==> src/rtl/cdf_table_writer_pkg.sv <==
// Shared constants, the saturation limit and FSM state type for the CDF table writer.
package cdf_table_writer_pkg;

  localparam int BIN_COUNT = 256;
  localparam int CDF_W     = 20;
  localparam int ADDR_W    = 16;
  localparam int BUS_W     = 128;
  localparam int BIN_W     = 8;

  localparam logic [CDF_W-1:0] CDF_SAT = 20'hFFFFF;

  typedef enum logic [1:0] {
    IDLE  = 2'd0,
    READ  = 2'd1,
    DRAIN = 2'd2,
    DONE  = 2'd3
  } state_e;

endpackage

==> src/rtl/cdf_table_writer_sat_accumulator.sv <==
// Running-sum register with synchronous clear and an adder that clamps at all-ones.
module cdf_sat_accumulator
  import cdf_table_writer_pkg::*;
#(
  parameter int W = CDF_W
) (
  input  logic         clk_i,
  input  logic         rst_i,
  input  logic         clr_i,
  input  logic         en_i,
  input  logic [W-1:0] data_i,
  output logic [W-1:0] sum_o
);

  localparam logic [W-1:0] SAT = {W{1'b1}};

  logic [W:0]   add_s;
  logic [W-1:0] acc_d;
  logic [W-1:0] acc_q;

  // Next accumulator value: a carry out of the top bit means the true sum exceeded the limit.
  always_comb begin
    add_s = {1'b0, acc_q} + {1'b0, data_i};
    acc_d = acc_q;
    if (clr_i) begin
      acc_d = '0;
    end else if (en_i) begin
      acc_d = add_s[W] ? SAT : add_s[W-1:0];
    end else begin
      acc_d = acc_q;
    end
  end

  // Accumulator register.
  always_ff @(posedge clk_i) begin
    if (rst_i) begin
      acc_q <= '0;
    end else begin
      acc_q <= acc_d;
    end
  end

  assign sum_o = acc_q;

endmodule

==> src/rtl/cdf_table_writer.sv <==
// Streams a histogram in, one bin per cycle, and writes its running saturating sum (CDF) back out.
module cdf_table_writer #(
  parameter int BIN_COUNT = cdf_table_writer_pkg::BIN_COUNT,
  parameter int CDF_W     = cdf_table_writer_pkg::CDF_W
) (
  input  logic                                  clock,
  input  logic                                  reset,
  input  logic                                  StartIn,
  input  logic                                  hist_base_offset,
  input  logic                                  output_base_offset,
  output logic [cdf_table_writer_pkg::ADDR_W-1:0] ReadAddress,
  output logic                                  ReadEnable,
  input  logic [cdf_table_writer_pkg::BUS_W-1:0]  ReadBus,
  output logic [cdf_table_writer_pkg::ADDR_W-1:0] WriteAddress,
  output logic [cdf_table_writer_pkg::BUS_W-1:0]  WriteBus,
  output logic                                  WriteEnable,
  output logic                                  Busy,
  output logic                                  Done
);

  import cdf_table_writer_pkg::*;

  localparam logic [BIN_W-1:0] LAST_BIN = BIN_W'(BIN_COUNT - 1);

  state_e           state_q, state_d;
  logic [BIN_W-1:0] bin_q, bin_d;
  logic             drain_q, drain_d;
  logic             hoff_q, hoff_d;
  logic             ooff_q, ooff_d;
  logic             start_clr_s;
  logic             rd_valid_q;
  logic [BIN_W-1:0] rd_bin_q;
  logic             wr_en_q;
  logic [BIN_W-1:0] wr_bin_q;
  logic [CDF_W-1:0] cdf_s;
  logic             unused_s;

  // Next-state logic; StartIn only matters in IDLE, and the bin counter holds at the last bin.
  always_comb begin
    state_d     = state_q;
    bin_d       = bin_q;
    drain_d     = drain_q;
    hoff_d      = hoff_q;
    ooff_d      = ooff_q;
    start_clr_s = 1'b0;
    case (state_q)
      IDLE: begin
        if (StartIn) begin
          hoff_d      = hist_base_offset;
          ooff_d      = output_base_offset;
          bin_d       = '0;
          drain_d     = 1'b0;
          start_clr_s = 1'b1;
          state_d     = READ;
        end else begin
          state_d = IDLE;
        end
      end
      READ: begin
        if (bin_q == LAST_BIN) begin
          drain_d = 1'b0;
          state_d = DRAIN;
        end else begin
          bin_d = bin_q + 8'd1;
        end
      end
      DRAIN: begin
        if (drain_q) begin
          state_d = DONE;
        end else begin
          drain_d = 1'b1;
        end
      end
      DONE:    state_d = IDLE;
      default: state_d = IDLE;
    endcase
  end

  // FSM state, bin counter and latched region selects.
  always_ff @(posedge clock) begin
    if (reset) begin
      state_q <= IDLE;
      bin_q   <= '0;
      drain_q <= 1'b0;
      hoff_q  <= 1'b0;
      ooff_q  <= 1'b0;
    end else begin
      state_q <= state_d;
      bin_q   <= bin_d;
      drain_q <= drain_d;
      hoff_q  <= hoff_d;
      ooff_q  <= ooff_d;
    end
  end

  // Two-stage pipeline: read data lands one cycle after the strobe, the sum one cycle after that.
  always_ff @(posedge clock) begin
    if (reset) begin
      rd_valid_q <= 1'b0;
      rd_bin_q   <= '0;
      wr_en_q    <= 1'b0;
      wr_bin_q   <= '0;
    end else begin
      rd_valid_q <= (state_q == READ);
      rd_bin_q   <= bin_q;
      wr_en_q    <= rd_valid_q;
      wr_bin_q   <= rd_bin_q;
    end
  end

  cdf_sat_accumulator #(
    .W (CDF_W)
  ) u_acc (
    .clk_i  (clock),
    .rst_i  (reset),
    .clr_i  (start_clr_s),
    .en_i   (rd_valid_q),
    .data_i (ReadBus[CDF_W-1:0]),
    .sum_o  (cdf_s)
  );

  assign unused_s = ^ReadBus[BUS_W-1:CDF_W];

  assign ReadEnable   = (state_q == READ);
  assign ReadAddress  = ReadEnable ? {hoff_q, 7'b0, bin_q} : 16'h0000;
  assign WriteEnable  = wr_en_q;
  assign WriteAddress = wr_en_q ? {ooff_q, 7'b0, wr_bin_q} : 16'h0000;
  assign WriteBus     = wr_en_q ? {{(BUS_W-CDF_W){1'b0}}, cdf_s} : {BUS_W{1'b0}};
  assign Busy         = (state_q != IDLE);
  assign Done         = (state_q == DONE);

endmodule

==> config.mk <==
export PLATFORM = sky130hd
export DESIGN_NAME = cdf_table_writer
export DESIGN_NICKNAME = d
export VERILOG_FILES = /design/src/rtl/cdf_table_writer_pkg.sv /design/src/rtl/cdf_table_writer_sat_accumulator.sv /design/src/rtl/cdf_table_writer.sv
export SDC_FILE = /design/constraint.sdc
export NUM_CORES = 1
export LEC_CHECK = 0
export ABC_AREA = 0
export BUFFER_PORTS_ARGS = -buffer_cell sky130_fd_sc_hd__buf_2
export CAP_MARGIN = 10
export CORE_MARGIN = 10
export CORE_UTILIZATION = 45
export CTS_CLUSTER_SIZE = 8
export DETAILED_ROUTE_END_ITERATION = 10
export PLACE_DENSITY = 0.88
export REMOVE_ABC_BUFFERS = 1
export SLEW_MARGIN = 20
export SYNTH_ARGS = -nofsm -noshare
export SYNTH_HDL_FRONTEND = slang
export SYNTH_SLANG_ARGS = --single-unit
==> constraint.sdc <==
create_clock -name clock -period 6.75 [get_ports clock]
set_input_delay 0.675 -clock clock [delete_from_list [all_inputs] [get_ports clock]]
set_output_delay 0.675 -clock clock [all_outputs]
set_load 0.02 [all_outputs]
# Word level (Yosys, flattened, before mapping)
# Index checks and enable logic that the tools add are counted.
# totals
output_inout_bits,164
ff_bits,51
elab_cells,45
in_bits,133
mem_bits_rw,0
memories,0
romBits,0
latch_bits,0
# classes
reduce_logical,9
addsub,2
n_eq_ne,8
n_mul,0
n_shift,0
bitwise,0
n_div,0
magnitude_cmp,0
mux,16
# ops
cell,count
$mux 20,2
$mux 16,2
$add 20x20->21,1
$mux 8,2
$pmux 8 s2,1
$add 8x1->8 const B,1
$eq 8x8->1 const B,1
$pmux 2 s4,1
$ne 2x2->1 const B,3
$reduce_and 3->1,2
$mux 1,5
$eq 2x2->1 const B,2
$mux 2,2
$reduce_and 2->1,2
$reduce_bool 2->1,2
$pmux 1 s3,1
$reduce_bool 3->1,1
$eq 2x1->1 const B,1
$logic_not 2->1,1
$ne 2x1->1 const B,1
$reduce_or 2->1,1

# Longest topological paths before layout
# logic_depth
word_depth,3
mapped_depth,9
ltp_nobuf,8

# Cells and area by module
# Synthesis repeated with hierarchy kept, for this count alone.
# unflattened
cells_unflattened,482
area_unflattened_um2,4120.2
# by_module_without_submodules
module,seq_area_each_um2,cells_each,instances,area_each_um2
cdf_table_writer,620.6,295,1,2442.3
cdf_sat_accumulator,400.4,187,1,1677.9

# Worst setup path after synthesis
# Ideal clock, no wire load.
# synth_path
kind,input to register
startpoint,in ReadBus[0] in the netlist's numbering
endpoint,"reg u_acc.acc_q[10], in the netlist u_acc.sum_o[10]"
t_required_ns,6.631
n_path_buf,1
slack_ns,4.034
cell_stages,9
setup_time_ns,0.119
t_arrival_ns,2.597
path_cell_list,ha_1 > fa_1 > a21o_1 > a221o_1 > a221oi_4 > o21ai_2 > nand2_4 > buf_6 > a21oi_1
# synth_via
elab_chain_len,2
# synth_rtl
item,line,source
start: declaration,cdf_table_writer.sv:13,"input logic [cdf_table_writer_pkg::BUS_W-1:0] ReadBus,"
$add 20x20->21,cdf_table_writer_sat_accumulator.sv:23,"add_s = {1'b0, acc_q} + {1'b0, data_i};"
$mux 20,cdf_table_writer_sat_accumulator.sv:28,acc_d = add_s[W] ? SAT : add_s[W-1:0];
end signal: assignment,cdf_table_writer_sat_accumulator.sv:37,acc_q <= '0;
end signal: assignment,cdf_table_writer_sat_accumulator.sv:39,acc_q <= acc_d;
end: declaration,cdf_table_writer_sat_accumulator.sv:19,logic [W-1:0] acc_q;
# No other way between the ends.
# A chain may end at the register's enable or synchronous reset.

# Worst setup path after layout
# layout_path
startpoint,in ReadBus[0] in the netlist's numbering
endpoint,"reg u_acc.acc_q[19], in the netlist u_acc.sum_o[19]"
# The elaborated chain is that of the path after synthesis.

==> flow_metrics.env <==
export IMPL_outcome="finished, final reports clean"
export IMPL_drt_pass1_iter_count=4
export IMPL_cts_made_buffers=5
export IMPL_antenna_found_initial=1
export IMPL_synth_edf_count=0
export IMPL_root_buffer="clkbuf_8"
export IMPL_critical_path_max_stage_delay_ns=0.41
export IMPL_path_cells="buf_2, ha_1, fa_1, a21o_1, a221o_1, a221oi_4, o21ai_2, nand2_4, a41oi_2"
export IMPL_vias_per_cell=4.74
export IMPL_seq_area_frac_synth_pct=25.4
export IMPL_post_cts_buffers=0
export IMPL_clock_fmax_mhz=363
export IMPL_fin_util_pct=46.3
export IMPL_grt_max_degree=31
export IMPL_final_nets=700
export IMPL_syn_inst=488
export IMPL_first_global_vias=3084
export IMPL_crit_path_max_fanout=18
export IMPL_synth_main_ff_cell="dfxtp_1"
export IMPL_num_vias=3085
export IMPL_powerDensity_nw_per_um2=236
export IMPL_cts_tree="built"
export IMPL_start_kind="input pin"
export IMPL_synth_cell_types=51
export IMPL_period_minus_slack_ns=2.75
export IMPL_grt_pass1_wl_um=14400
export IMPL_endpoint_kind="register"
export IMPL_final_cells=651
export IMPL_syn_area_per_cell_um2=8.25
export IMPL_tightest_slew_ns=0.773
export IMPL_synth_top_area_share_pct=25.4
export IMPL_die_h_um=115
export IMPL_core_area_um2=8720
export IMPL_clkSlewWorstSetupHoldPaths_ns=0.11
export IMPL_drive_above_1_share_pct=16.4
export IMPL_setup_worst_path_class="input pin to register"
export IMPL_slew_headroom_pct=48.4
export IMPL_yosysTopAreaCell="dfxtp_1"
export IMPL_clock_latency_ns=0.32
export IMPL_grt_use_total_pct=12.9
export IMPL_place_gp_congestion=0.899
export IMPL_cts_resized=0
export IMPL_num_io_pins=297
export IMPL_placed_cells=642
export IMPL_leakagePower_nw=2.04
export IMPL_start_util_pct=46.1
export IMPL_drt_initial_drc_count=107
export IMPL_synth_async_reset_ratio_pct=0
export IMPL_wl_per_cell_um=14.3
export IMPL_dpl_cell_area_um2=3940
export IMPL_hold_violations=0
export IMPL_rsz0062_at_grt="no"
export IMPL_fp_dieArea_um2=13100
export IMPL_syn_area_um2=4020
export IMPL_cts_max_level=2
export IMPL_synth_area_leaders="dfxtp_1, buf_4, ha_1, and2_1, a21oi_1"
export IMPL_crit_arrival_ns=2.95
export IMPL_hold_path_class="register to register"
export IMPL_clockBufferDepth=2
export IMPL_cap_viol_max_count=0
export IMPL_dp_hpwl_um=7450
export IMPL_areaGrowthSynthToFinish_pct=0.435
export IMPL_peakVddDrop_uv=141
export IMPL_slowest_stage="fa_1"
export IMPL_routed_wl_um=9290
export IMPL_yosysWarnings=0
export IMPL_skew_ns=0.0125
export IMPL_remaining_drc_errors=0
export IMPL_die_w_um=115
export IMPL_clock_sinks=51
export IMPL_cts_hold_buffers_added=0
export IMPL_drtAntennaViolNets=0
export IMPL_critical_path_required_ns=6.95
export IMPL_tns_ns=0
export IMPL_finalSetupViolCount=0
export IMPL_whs_path_depth=1
export IMPL_ys_ff_latch=51
export IMPL_fin_area_um2=4040
export IMPL_overflow=0
export IMPL_fin_crit_sh_pct=40.8
export IMPL_num_rows=34
export IMPL_dp_slack_ns=3.67
export IMPL_setup_ws_ns=4.00
export IMPL_port_buffers=66
export IMPL_drv_slew=0
export IMPL_reg2regPathDepth=8
==> path summary, 6_finish.rpt <==
| check | start | endpoint | slack, ns |
|---|---|---|---|
| hold / removal | rd_bin_q[3] | wr_bin_q[3] | 0.44 |
| setup reg to reg | u_acc.sum_o[0] | u_acc.sum_o[19] | 4.11 |
| setup / recovery | ReadBus[0] | u_acc.sum_o[19] | 4.00 |
| hold reg to reg | rd_bin_q[3] | wr_bin_q[3] | 0.44 |
==> routing by layer <==
layer,vias to the layer above,global-route usage (%),share of wire [%]
met2,183,21.0,44
met3,7,7.34,16
met1,1384,14.6,39
met4,0,2.42,0.51
li1,1511,-,-
met5,-,0,0
==> cells by family (layout without fill, tap and decap cells) <==
group / after synthesis / in the layout / share of synthesized area, %
xor+xnor: 21 / 21 / 4.57
flops: 51 / 51 / 25.4
buf+inv: 149 / 82 / 25.7
compound gates: 104 / 104 / 16.8
mux: 4 / 4 / 1.03
simple gates: 132 / 132 / 18.2
other cells: 1 / 123 / 0.0932
fa+ha+maj: 26 / 26 / 8.27
==> worst max-delay path, delay by kind of cell <==
| kind | cells | cell delay (ns) |
|---|---|---|
| adders and majority gates | 2 | 0.63 |
| AOI/OAI and AO/OA | 5 | 1.31 |
| and+or+nand+nor | 1 | 0.23 |
| buffers and inverters | 1 | 0.10 |
==> cell usage in the layout, fill, tap and decap left out, types with 2 or more instances in the layout <==
cell,n
and2_1,41
or3_1,3
nand2_1,25
o21ai_0,33
nand3_1,12
clkbuf_8,5
xor2_1,10
a21o_2,2
dfxtp_1,51
nand2b_1,2
a21o_1,6
mux2i_1,3
a211o_1,2
and3_1,2
conb_1,122
a31oi_1,3
ha_1,25
a21oi_1,37
a31oi_4,2
xnor2_1,11
and4_1,2
nor3_1,2
nand4_1,3
nor2b_1,19
inv_1,7
a31o_2,2
o21bai_1,3
o22ai_1,2
nor2_1,16
buf_2,66
==> state kept, by name, summed over array words and instances, names as in the netlist <==
| register | flops |
|---|---|
| rd_bin_q | 8 |
| state_q | 2 |
| drain_q | 1 |
| hoff_q | 1 |
| wr_bin_q | 8 |
| bin_q | 8 |
| ooff_q | 1 |
| WriteEnable | 1 |
| rd_valid_q | 1 |
| u_acc.sum_o | 20 |
==> area by class of cell <==
type,instances,area [um^2]
Antenna cell,1,2.50
Clock buffer,5,68.8
Multi-Input combinational cell,409,2420
Fill cell,855,4680
Tap cell,108,135
Timing Repair Buffer,67,338
Inverter,7,26.3
Sequential cell,51,1020
Clock inverter,3,27.5
==> synth_stat cells (all sizes together) (2+ instances only) <==
cell    instances
dfxtp          51
ha             25
nor2           16
xor2           10
a21o            8
and2           42
mux2i           3
a211o           2
inv             7
a31oi           5
a41oi           2
or3             3
nand4           3
clkbuf         16
nor2b          19
nor3            2
and4            2
nand2b          2
a221oi          2
o22ai           2
nand3          12
and3            3
xnor2          11
a31o            2
o21bai          3
buf           126
a21oi          37
o21ai          34
nand2          26
==> stage by stage <==
step / power (mW) / hold WS, ns
floorplan: 0.668 / 0.414
global placement: 0.739 / 0.425
detailed placement: 0.755 / 0.423
CTS: 0.950 / 0.447
global route: 1.02 / 0.466
finish: 0.953 / 0.443
==> power breakdown <==
part	internal, mW	total, mW	leakage, nW	switching [mW]
Combinational	0.129	0.399	1.58	0.270
Clock	0.0771	0.194	0.0467	0.117
Sequential	0.329	0.360	0.413	0.0309
Total	0.535	0.953	2.04	0.418
No activity file was read; power rests on OpenSTA's default activity.
